<file path="config.mk">
export PLATFORM = sky130hd
export DESIGN_NAME = sram_bank_scheduler
export DESIGN_NICKNAME = d
export VERILOG_FILES = /design/src/rtl/sram_bank_scheduler.sv
export SDC_FILE = /design/constraint.sdc
export NUM_CORES = 1
export LEC_CHECK = 0
export ABC_AREA = 1
export CORE_MARGIN = 5
export CORE_UTILIZATION = 55
export CTS_CLUSTER_SIZE = 8
export DETAILED_ROUTE_END_ITERATION = 6
export PLACE_DENSITY = 0.87
export SYNTH_ARGS = -nofsm -noshare
export SYNTH_HDL_FRONTEND = slang
export SYNTH_SLANG_ARGS = --single-unit
</file>
<file path="constraint.sdc">
create_clock -name i_clk -period 18.15 [get_ports i_clk]
set_input_delay 1.815 -clock i_clk [delete_from_list [all_inputs] [get_ports i_clk]]
set_output_delay 1.815 -clock i_clk [all_outputs]
set_load 0.01 [all_outputs]
</file>
<file path="src/rtl/sram_bank_scheduler.sv">
// Issues single-byte host requests to one of sixteen SPI SRAM controllers and
// returns read data to the host in request order, whatever order devices finish.
module sram_bank_scheduler #(
  parameter int P_TAG_DEPTH = 8,
  parameter int P_DEVS      = 16
) (
  input  logic         i_clk,
  input  logic         i_rst,
  input  logic         i_req_valid,
  output logic         o_req_ready,
  input  logic         i_req_rd_n_wr,
  input  logic [3:0]   i_req_dev,
  input  logic [15:0]  i_req_addr,
  input  logic [7:0]   i_req_wdata,
  output logic         o_rsp_valid,
  input  logic         i_rsp_ready,
  output logic [3:0]   o_rsp_dev,
  output logic [7:0]   o_rsp_data,
  output logic [15:0]  o_valid,
  output logic         o_rd_n_wr,
  output logic [15:0]  o_addr,
  output logic [7:0]   o_wdata,
  input  logic [15:0]  i_accept,
  input  logic [15:0]  i_ready,
  input  logic [127:0] i_rdata,
  output logic [15:0]  o_busy,
  output logic         o_idle
);

  localparam int PW = $clog2(P_TAG_DEPTH);
  localparam int CW = PW + 1;
  localparam logic [CW-1:0] FULL_CNT = CW'(P_TAG_DEPTH);

  typedef enum logic {S_IDLE = 1'b0, S_ISSUE = 1'b1} state_t;

  state_t              state_q;
  logic [P_DEVS-1:0]   valid_q;
  logic                rd_n_wr_q;
  logic [15:0]         addr_q;
  logic [7:0]          wdata_q;

  logic [P_DEVS-1:0]   busy_q,   busy_d;
  logic [P_DEVS-1:0]   rdflag_q, rdflag_d;
  logic [P_DEVS-1:0]   have_q,   have_d;
  logic [7:0]          data_q [P_DEVS];
  logic [7:0]          data_d [P_DEVS];

  logic [3:0]          tag_mem [P_TAG_DEPTH];
  logic [PW-1:0]       wr_ptr_q, rd_ptr_q;
  logic [CW-1:0]       count_q,  count_d;

  logic                req_fire, rsp_fire, push, pop, fifo_empty;
  logic [3:0]          head;
  logic [P_DEVS-1:0]   dev_onehot;

  // Both handshakes: a transfer happens on a clock edge where valid and ready
  // are both high; ready may depend combinationally on the request fields.
  assign o_req_ready = (state_q == S_IDLE) && !busy_q[i_req_dev] &&
                       (!i_req_rd_n_wr || (count_q < FULL_CNT));
  assign req_fire    = i_req_valid && o_req_ready;
  assign dev_onehot  = {{(P_DEVS-1){1'b0}}, 1'b1} << i_req_dev;

  assign fifo_empty  = (count_q == '0);
  assign head        = tag_mem[rd_ptr_q];
  assign o_rsp_valid = !fifo_empty && have_q[head];
  assign o_rsp_dev   = fifo_empty ? 4'd0 : head;
  assign o_rsp_data  = fifo_empty ? 8'd0 : data_q[head];
  assign rsp_fire    = o_rsp_valid && i_rsp_ready;

  assign push = req_fire && i_req_rd_n_wr;
  assign pop  = rsp_fire;

  assign o_valid   = valid_q;
  assign o_rd_n_wr = rd_n_wr_q;
  assign o_addr    = addr_q;
  assign o_wdata   = wdata_q;
  assign o_busy    = busy_q;
  assign o_idle    = (state_q == S_IDLE) && (busy_q == '0);

  always_ff @(posedge i_clk or posedge i_rst) begin
    if (i_rst) begin
      state_q   <= S_IDLE;
      valid_q   <= '0;
      rd_n_wr_q <= 1'b0;
      addr_q    <= '0;
      wdata_q   <= '0;
    end else begin
      case (state_q)
        S_IDLE: begin
          if (req_fire) begin
            state_q   <= S_ISSUE;
            valid_q   <= dev_onehot;
            rd_n_wr_q <= i_req_rd_n_wr;
            addr_q    <= i_req_addr;
            wdata_q   <= i_req_wdata;
          end
        end
        S_ISSUE: begin
          // Only the accept of the device being driven ends the issue.
          if ((i_accept & valid_q) != '0) begin
            state_q <= S_IDLE;
            valid_q <= '0;
          end
        end
        default: state_q <= S_IDLE;
      endcase
    end
  end

  // Completion first, then response pop, so a consumed response always clears.
  always_comb begin
    busy_d   = busy_q;
    rdflag_d = rdflag_q;
    have_d   = have_q;
    data_d   = data_q;
    if (req_fire) begin
      busy_d[i_req_dev]   = 1'b1;
      rdflag_d[i_req_dev] = i_req_rd_n_wr;
    end
    for (int d = 0; d < P_DEVS; d++) begin
      if (i_ready[d] && busy_q[d]) begin
        if (rdflag_q[d]) begin
          have_d[d] = 1'b1;
          data_d[d] = i_rdata[8*d +: 8];
        end else begin
          busy_d[d] = 1'b0;
        end
      end
    end
    if (rsp_fire) begin
      have_d[head] = 1'b0;
      busy_d[head] = 1'b0;
    end
  end

  always_comb begin
    count_d = count_q;
    if (push && !pop)      count_d = count_q + 1'b1;
    else if (pop && !push) count_d = count_q - 1'b1;
  end

  always_ff @(posedge i_clk or posedge i_rst) begin
    if (i_rst) begin
      busy_q   <= '0;
      rdflag_q <= '0;
      have_q   <= '0;
      for (int d = 0; d < P_DEVS; d++) data_q[d] <= '0;
      wr_ptr_q <= '0;
      rd_ptr_q <= '0;
      count_q  <= '0;
    end else begin
      busy_q   <= busy_d;
      rdflag_q <= rdflag_d;
      have_q   <= have_d;
      data_q   <= data_d;
      count_q  <= count_d;
      if (push) wr_ptr_q <= wr_ptr_q + 1'b1;
      if (pop)  rd_ptr_q <= rd_ptr_q + 1'b1;
    end
  end

  always_ff @(posedge i_clk) begin
    if (push) tag_mem[wr_ptr_q] <= i_req_dev;
  end

endmodule
</file>
## After elaboration in Yosys (flattened, before gate mapping)

Memory sizes are Yosys's and may differ from the RTL's.
Index checks and enable logic that the tools add are counted.

- Flip-flop bits (word level): 228
- Memory bits (writable): 32
- Output and inout port bits: 72
- Memories kept: 1

Memory list:

| name | words | bits a word | rd ports | clocked after Yosys merged registers in | write ports | line | source |
|---|---|---|---|---|---|---|---|
| tag_mem | 8 | 4 | 1 | 0 | 1 | 48 | `logic [3:0] tag_mem [P_TAG_DEPTH];` |

- Add/subtract/negate cells: 4
- Order comparisons: 6
- Equal/unequal tests: 2
- Shift-type cells: 1
- Mux-type cells: 91
- Bitwise logic cells: 7
- Reduce and logical (&&, ||, !) cells: 55

Operator list:

| cell | count |
|---|---|
| $mux W16 | 5 |
| $mux W1 | 72 |
| $and A16 B16 Y16 | 3 |
| $reduce_and A2 Y1 | 18 |
| $bmux W8 S4 | 1 |
| $pmux W16 S2 | 1 |
| $logic_and A1 B1 Y1 | 27 |
| $mux W8 | 3 |
| $bwmux W16 | 1 |
| $logic_not A16 Y1 | 1 |
| $not A16 Y16 | 1 |
| $or A16 B16 Y16 | 1 |
| $reduce_bool A16 Y1 | 1 |
| $shl A1 B4 Y16 const A | 1 |
| $mux W4 | 3 |
| $lt A4 B5 Y1 const B | 2 |
| $bmux W1 S4 | 2 |
| $demux W1 S4 | 2 |
| $ge A4 B1 Y1 const B | 2 |
| $add A3 B1 Y3 const B | 2 |
| $ge A5 B5 Y1 const B | 1 |
| $logic_not A1 Y1 | 5 |
| $not A4 Y5 | 1 |
| $add A4 B1 Y4 const B | 1 |
| other kinds (9) | 9 |

## Logic depth before layout (Yosys ltp)

- Depth in word-level cells: 11
- Gate-level depth with buffers: 25
- Mapped depth without buffers: 23

## Worst setup path before layout

No wires, ideal clock.

- Path type: input-to-output
- Start: input i_req_dev[1]
- End: output o_req_ready
- Arrival time: 2.854 ns
- Setup slack: 13.481 ns
- Cell stages on the path: 9
- Buffers on the path: 1
- Cell sequence: nand2_1 nor2_1 nor2_1 nand2_1 nand2_1 nand3_1 nor2_4 buf_2 and2_1

- Longest elaborated chain between the ends: 5

Ends and longest elaborated chain:

| element | line | source |
|---|---|---|
| from (decl) | 12 | `input logic [3:0] i_req_dev,` |
| $bmux W1 S4 | 58 | `assign o_req_ready = (state_q == S_IDLE) && !busy_q[i_req_dev] &&` |
| $mux W1 (not written as such) | 58 |  |
| $logic_not A1 Y1 | 58 |  |
| $logic_and A1 B1 Y1 (2 in series) | 58 |  |
| to (decl) | 10 | `output logic o_req_ready,` |

Every way passes these cells. The select of a mux whose other input is x is not followed.

## Worst setup path in the final report

- Start: input i_req_dev[0]
- End: output o_req_ready

The elaborated chain is that of the path after synthesis.

==> impl_summary.md <==
Cells and area
Leaving out fill and tap cells, the most frequent cell in the layout is nand2_1. For this run, the share of the core covered by cells in the final layout is 72.2%. The area growth from synthesis to layout is 30.7%. In the final design database the tool counted 1785 nets.

In the layout the commonest cells are nand2_1, clkdlybuf4s50_1, dfrtp_1. The number of inserted diodes is 0. Once layout is complete, the cells apart from fillers number 1876. The post-route netlist has 13.4% of its cells at a drive strength greater than 1.

Pwr
The clock share of power is 20.7%. The internal portion of the total power is 1.78 mW. The net switching power figure is 1.26 mW. For this design the static power due to leakage is 7.83 nW. Power spread over the standard cell area amounts to 187 nW/um^2.

The design draws 3.03 mW. The sequential share of power is 31.7%. Combinational logic burns 47.6% of the power. Net switching is 41.4% of the power. Across the VDD grid, the largest voltage drop is 0.000146 V.

Floorplan
The floorplan die area is 25600 um^2. The floorplan step set the die height to 160 um. In this run the count of I/O pins placed on the die edge is 265. Measured along the x axis, the die boundary spans 160 um. The floorplan has 55 rows. The placeable core region is 22400 um^2. The initial standard-cell utilization of the core is 55.3%.

Worst setup path
The critical setup path kind is primary input to primary output. On the critical path, the stage with the largest delay is an instance of clkdlybuf4s50_1. The signal on the critical path passes through clkdlybuf4s50_1 > nand2_1 > nor2_1 > a21oi_1 > nand2_1 > nand2_1 > nand2_1 > nand2_1 > and2_1 > clkdlybuf4s50_1. The data required time at the worst endpoint is 16330 ps. The kind of start point of the critical path is a primary input. The cell that appears most often on the critical path is nand2_1. On the worst path, the slowest cell contributes a delay of 740 ps. The highest net fanout along the worst path is 16. The worst setup path is captured at a primary output. Data on the critical path arrives at its endpoint at 4390 ps.

Drt
The count of nets left with antenna violations once routing finished came out at 0. In the final routed layout, each cell accounts on average for 20.4 um. The total number of vias is 10700. For this run, design rule violations remaining after detail routing come to 0. Using the TritonRoute via totals, the vias-per-cell ratio works out to 5.71. The first detailed-routing pass ran for 6 iterations. In this run, the number of DRC markers left after iteration 0 of detailed routing was 1132.

The detailed-route wire length is 38200 um.

STA
The part of the cycle the worst path needs is 34.2%. The worst pin sits at a relative slew slack of 23.8%. The worst path in the final design needs a cycle of 6200 ps, including I/O delays and setup.

The count of pins over their slew limit is 0. The actual transition at the worst max-transition pin is 1140 ps. The clock tree skew after final layout is 23.9 ps. The minimum hold slack is 476 ps. The count of endpoints failing hold in the final timing report was 0.

The peak clock frequency supported by timing is 161 MHz. Setup total negative slack on the finished layout was measured at 0 ps. Setup violations remaining at the end of the flow were counted as 0. Setup repair after global routing left no endpoint under its margin.

Min path
The path type of the worst min-delay path is flop to flop.

Clock tree
The clock buffer count from CTS is 38. The clock input transition at the sequential cells of the worst setup and hold paths is 50 ps. The number of clock sinks is 260. The clock tree root driver cell is clkbuf_16. Counting along the longest clock path gives a buffer depth of 3. Hold repair after CTS inserted 0 buffers.

The number of levels the H-tree was split into is 2. In this run, post-CTS repair resized a total of 0 instances. The later-pin clock latency in the skew report is 520 ps.

Buffers added to address setup during post-CTS repair amount to 0. The TritonCTS clock tree is yes.

Logic synthesis
The most instantiated flip-flop cell in the synthesis netlist is dfrtp_1. The mean instance size in the synthesized netlist is 9.39 um^2. The fraction of registers with async set/reset is 87.7%. After technology mapping, the gate count stands at 1320. The register bit count reported by yosys is 260. The netlist uses 42 different library cells. The cell area after synthesis is 12400 um^2.

Sequential cells were found to cover 53.8% of the synthesized design area. The Yosys warning count is 0. The synthesized design contains 32 enable-type register cells.

When the netlist entered floorplanning its net count stood at 1519.

Global routing
The global-route wire length before repair is 60700 um. The global route total overflow is 0. The maximum number of pins on one net before global-route repair is 158. The initial antenna violation count was 0.

The number of global-route vias before repair was 11100. Global routing used 29.6% of the available tracks across all layers.

Flow run
Across the run, the number of max-cap violations was 0.

Placement
The routability-driven placement congestion ratio is 0.881. The number of buffer cells added on primary ports is 264. Detailed placement ended at an HPWL of 26700 um. The number of cells after detailed placement is 1831.

Outcome
The run finished with clean final reports.
-- worst max-delay path: cells and delay by family --
kind / cells / cell delay (ps)
AND/OR/NAND/NOR: 7 / 1280
buffers and inverters: 2 / 1230
AO/OA/AOI/OAI: 1 / 50
-- cell usage after synthesis, types with 2 or more instances --
| library cell | number | share of area (%) |
|---|---|---|
| clkinv_1 | 3 | 0.091 |
| nor2_4 | 2 | 0.18 |
| nand3b_1 | 6 | 0.36 |
| mux2_2 | 128 | 12 |
| o22ai_1 | 64 | 3.2 |
| nand3_4 | 2 | 0.28 |
| edfxtp_1 | 32 | 7.8 |
| o21ai_0 | 61 | 2.5 |
| dfrtp_1 | 228 | 46 |
| xor2_1 | 2 | 0.14 |
| buf_2 | 21 | 0.85 |
| nor3_1 | 4 | 0.16 |
| inv_2 | 9 | 0.27 |
| nand3_2 | 2 | 0.16 |
| nor3_2 | 2 | 0.16 |
| a221oi_1 | 4 | 0.28 |
| nor2_1 | 101 | 3.1 |
| buf_6 | 5 | 0.45 |
| nand2_1 | 378 | 11 |
| nand4_1 | 19 | 0.96 |
| clkbuf_1 | 9 | 0.27 |
| nand3_1 | 72 | 2.9 |
| nand2_2 | 6 | 0.30 |
| ha_1 | 5 | 0.50 |
| a21oi_1 | 20 | 0.81 |
| nor2_2 | 3 | 0.15 |
| buf_4 | 6 | 0.36 |
| o21ai_1 | 6 | 0.24 |
| or2_2 | 8 | 0.40 |
| xnor2_1 | 3 | 0.21 |
| inv_1 | 98 | 3.0 |
-- power groups by stage --
stage          logic [mW]  registers [mW]  clock network (mW)
2_1_floorplan       0.920           0.930                   0
3_3_place_gp         1.37           0.950                   0
3_5_place_dp         1.41           0.962                   0
4_1_cts              1.43           0.957               0.635
5_1_grt              1.57           0.985               0.661
6_report             1.44           0.962               0.628
-- path summary, 6_finish.rpt --
| kind | start | slack [ps] | cells after the start | endpoint |
|---|---|---|---|---|
| worst max-delay path | i_req_dev[0] | 11950 | 10 | o_req_ready |
| worst min-delay path | o_addr[11]$_DFFE_PP0P_ | 480 | 2 | o_addr[11]$_DFFE_PP0P_ |
| worst max register to register | rd_ptr_q[0]$_DFFE_PP0N_ | 13560 | 22 | count_q[3]$_DFFE_PP0P_ |
| worst min register to register | o_addr[11]$_DFFE_PP0P_ | 480 | 2 | o_addr[11]$_DFFE_PP0P_ |
| max in group asynchronous | i_rst | 14680 | 3 | data_q[120]$_DFFE_PP0P_ |
| min in group asynchronous | i_rst | 1890 | 2 | data_q[14]$_DFFE_PP0P_ |
-- cells by family after synthesis --
family / synth area share [%]
AOI/OAI and AO/OA: 7.16
DFF: 53.8
and+or+nand+nor: 21.1
adders and majority gates: 0.666
xor gates and xnor gates: 0.353
buffers and inverters: 5.35
muxes: 11.6
-- per-layer routing --
metal	vias to the layer above	global-route usage (%)	wire length (um)
met3	127	5.24	2880
met1	5129	38.5	14900
li1	4919	-	-
met4	0	13.7	1760
met5	-	0	0
met2	536	48.7	18700
-- state kept, by name, indices dropped and copies added, names as in the netlist --
name and cells:
data_q 128, tag_mem 32, have_q 16, o_addr 16, o_busy 16, o_valid 16
rdflag_q 16, o_wdata 8, count_q 4, rd_ptr_q 3, wr_ptr_q 3, o_rd_n_wr 1
state_q 1
-- per-stage QoR --
step	setup slack [ps]	cell area, um^2
after floorplan	10090	12400
after global placement	12060	15200
after detailed placement	11990	15200
after CTS	11990	16200
after global routing	11680	16200
final	11950	16200
-- final cells by class --
class	count	area, um^2
multi-input cells	907	5070
fillers	1604	6230
clock buffers	43	970
clock inverters	2	46.3
flip-flops and latches	260	6670
inverters	111	427
well taps	285	357
repair buffers	268	2670
No activity file was read; power rests on OpenSTA's default activity.
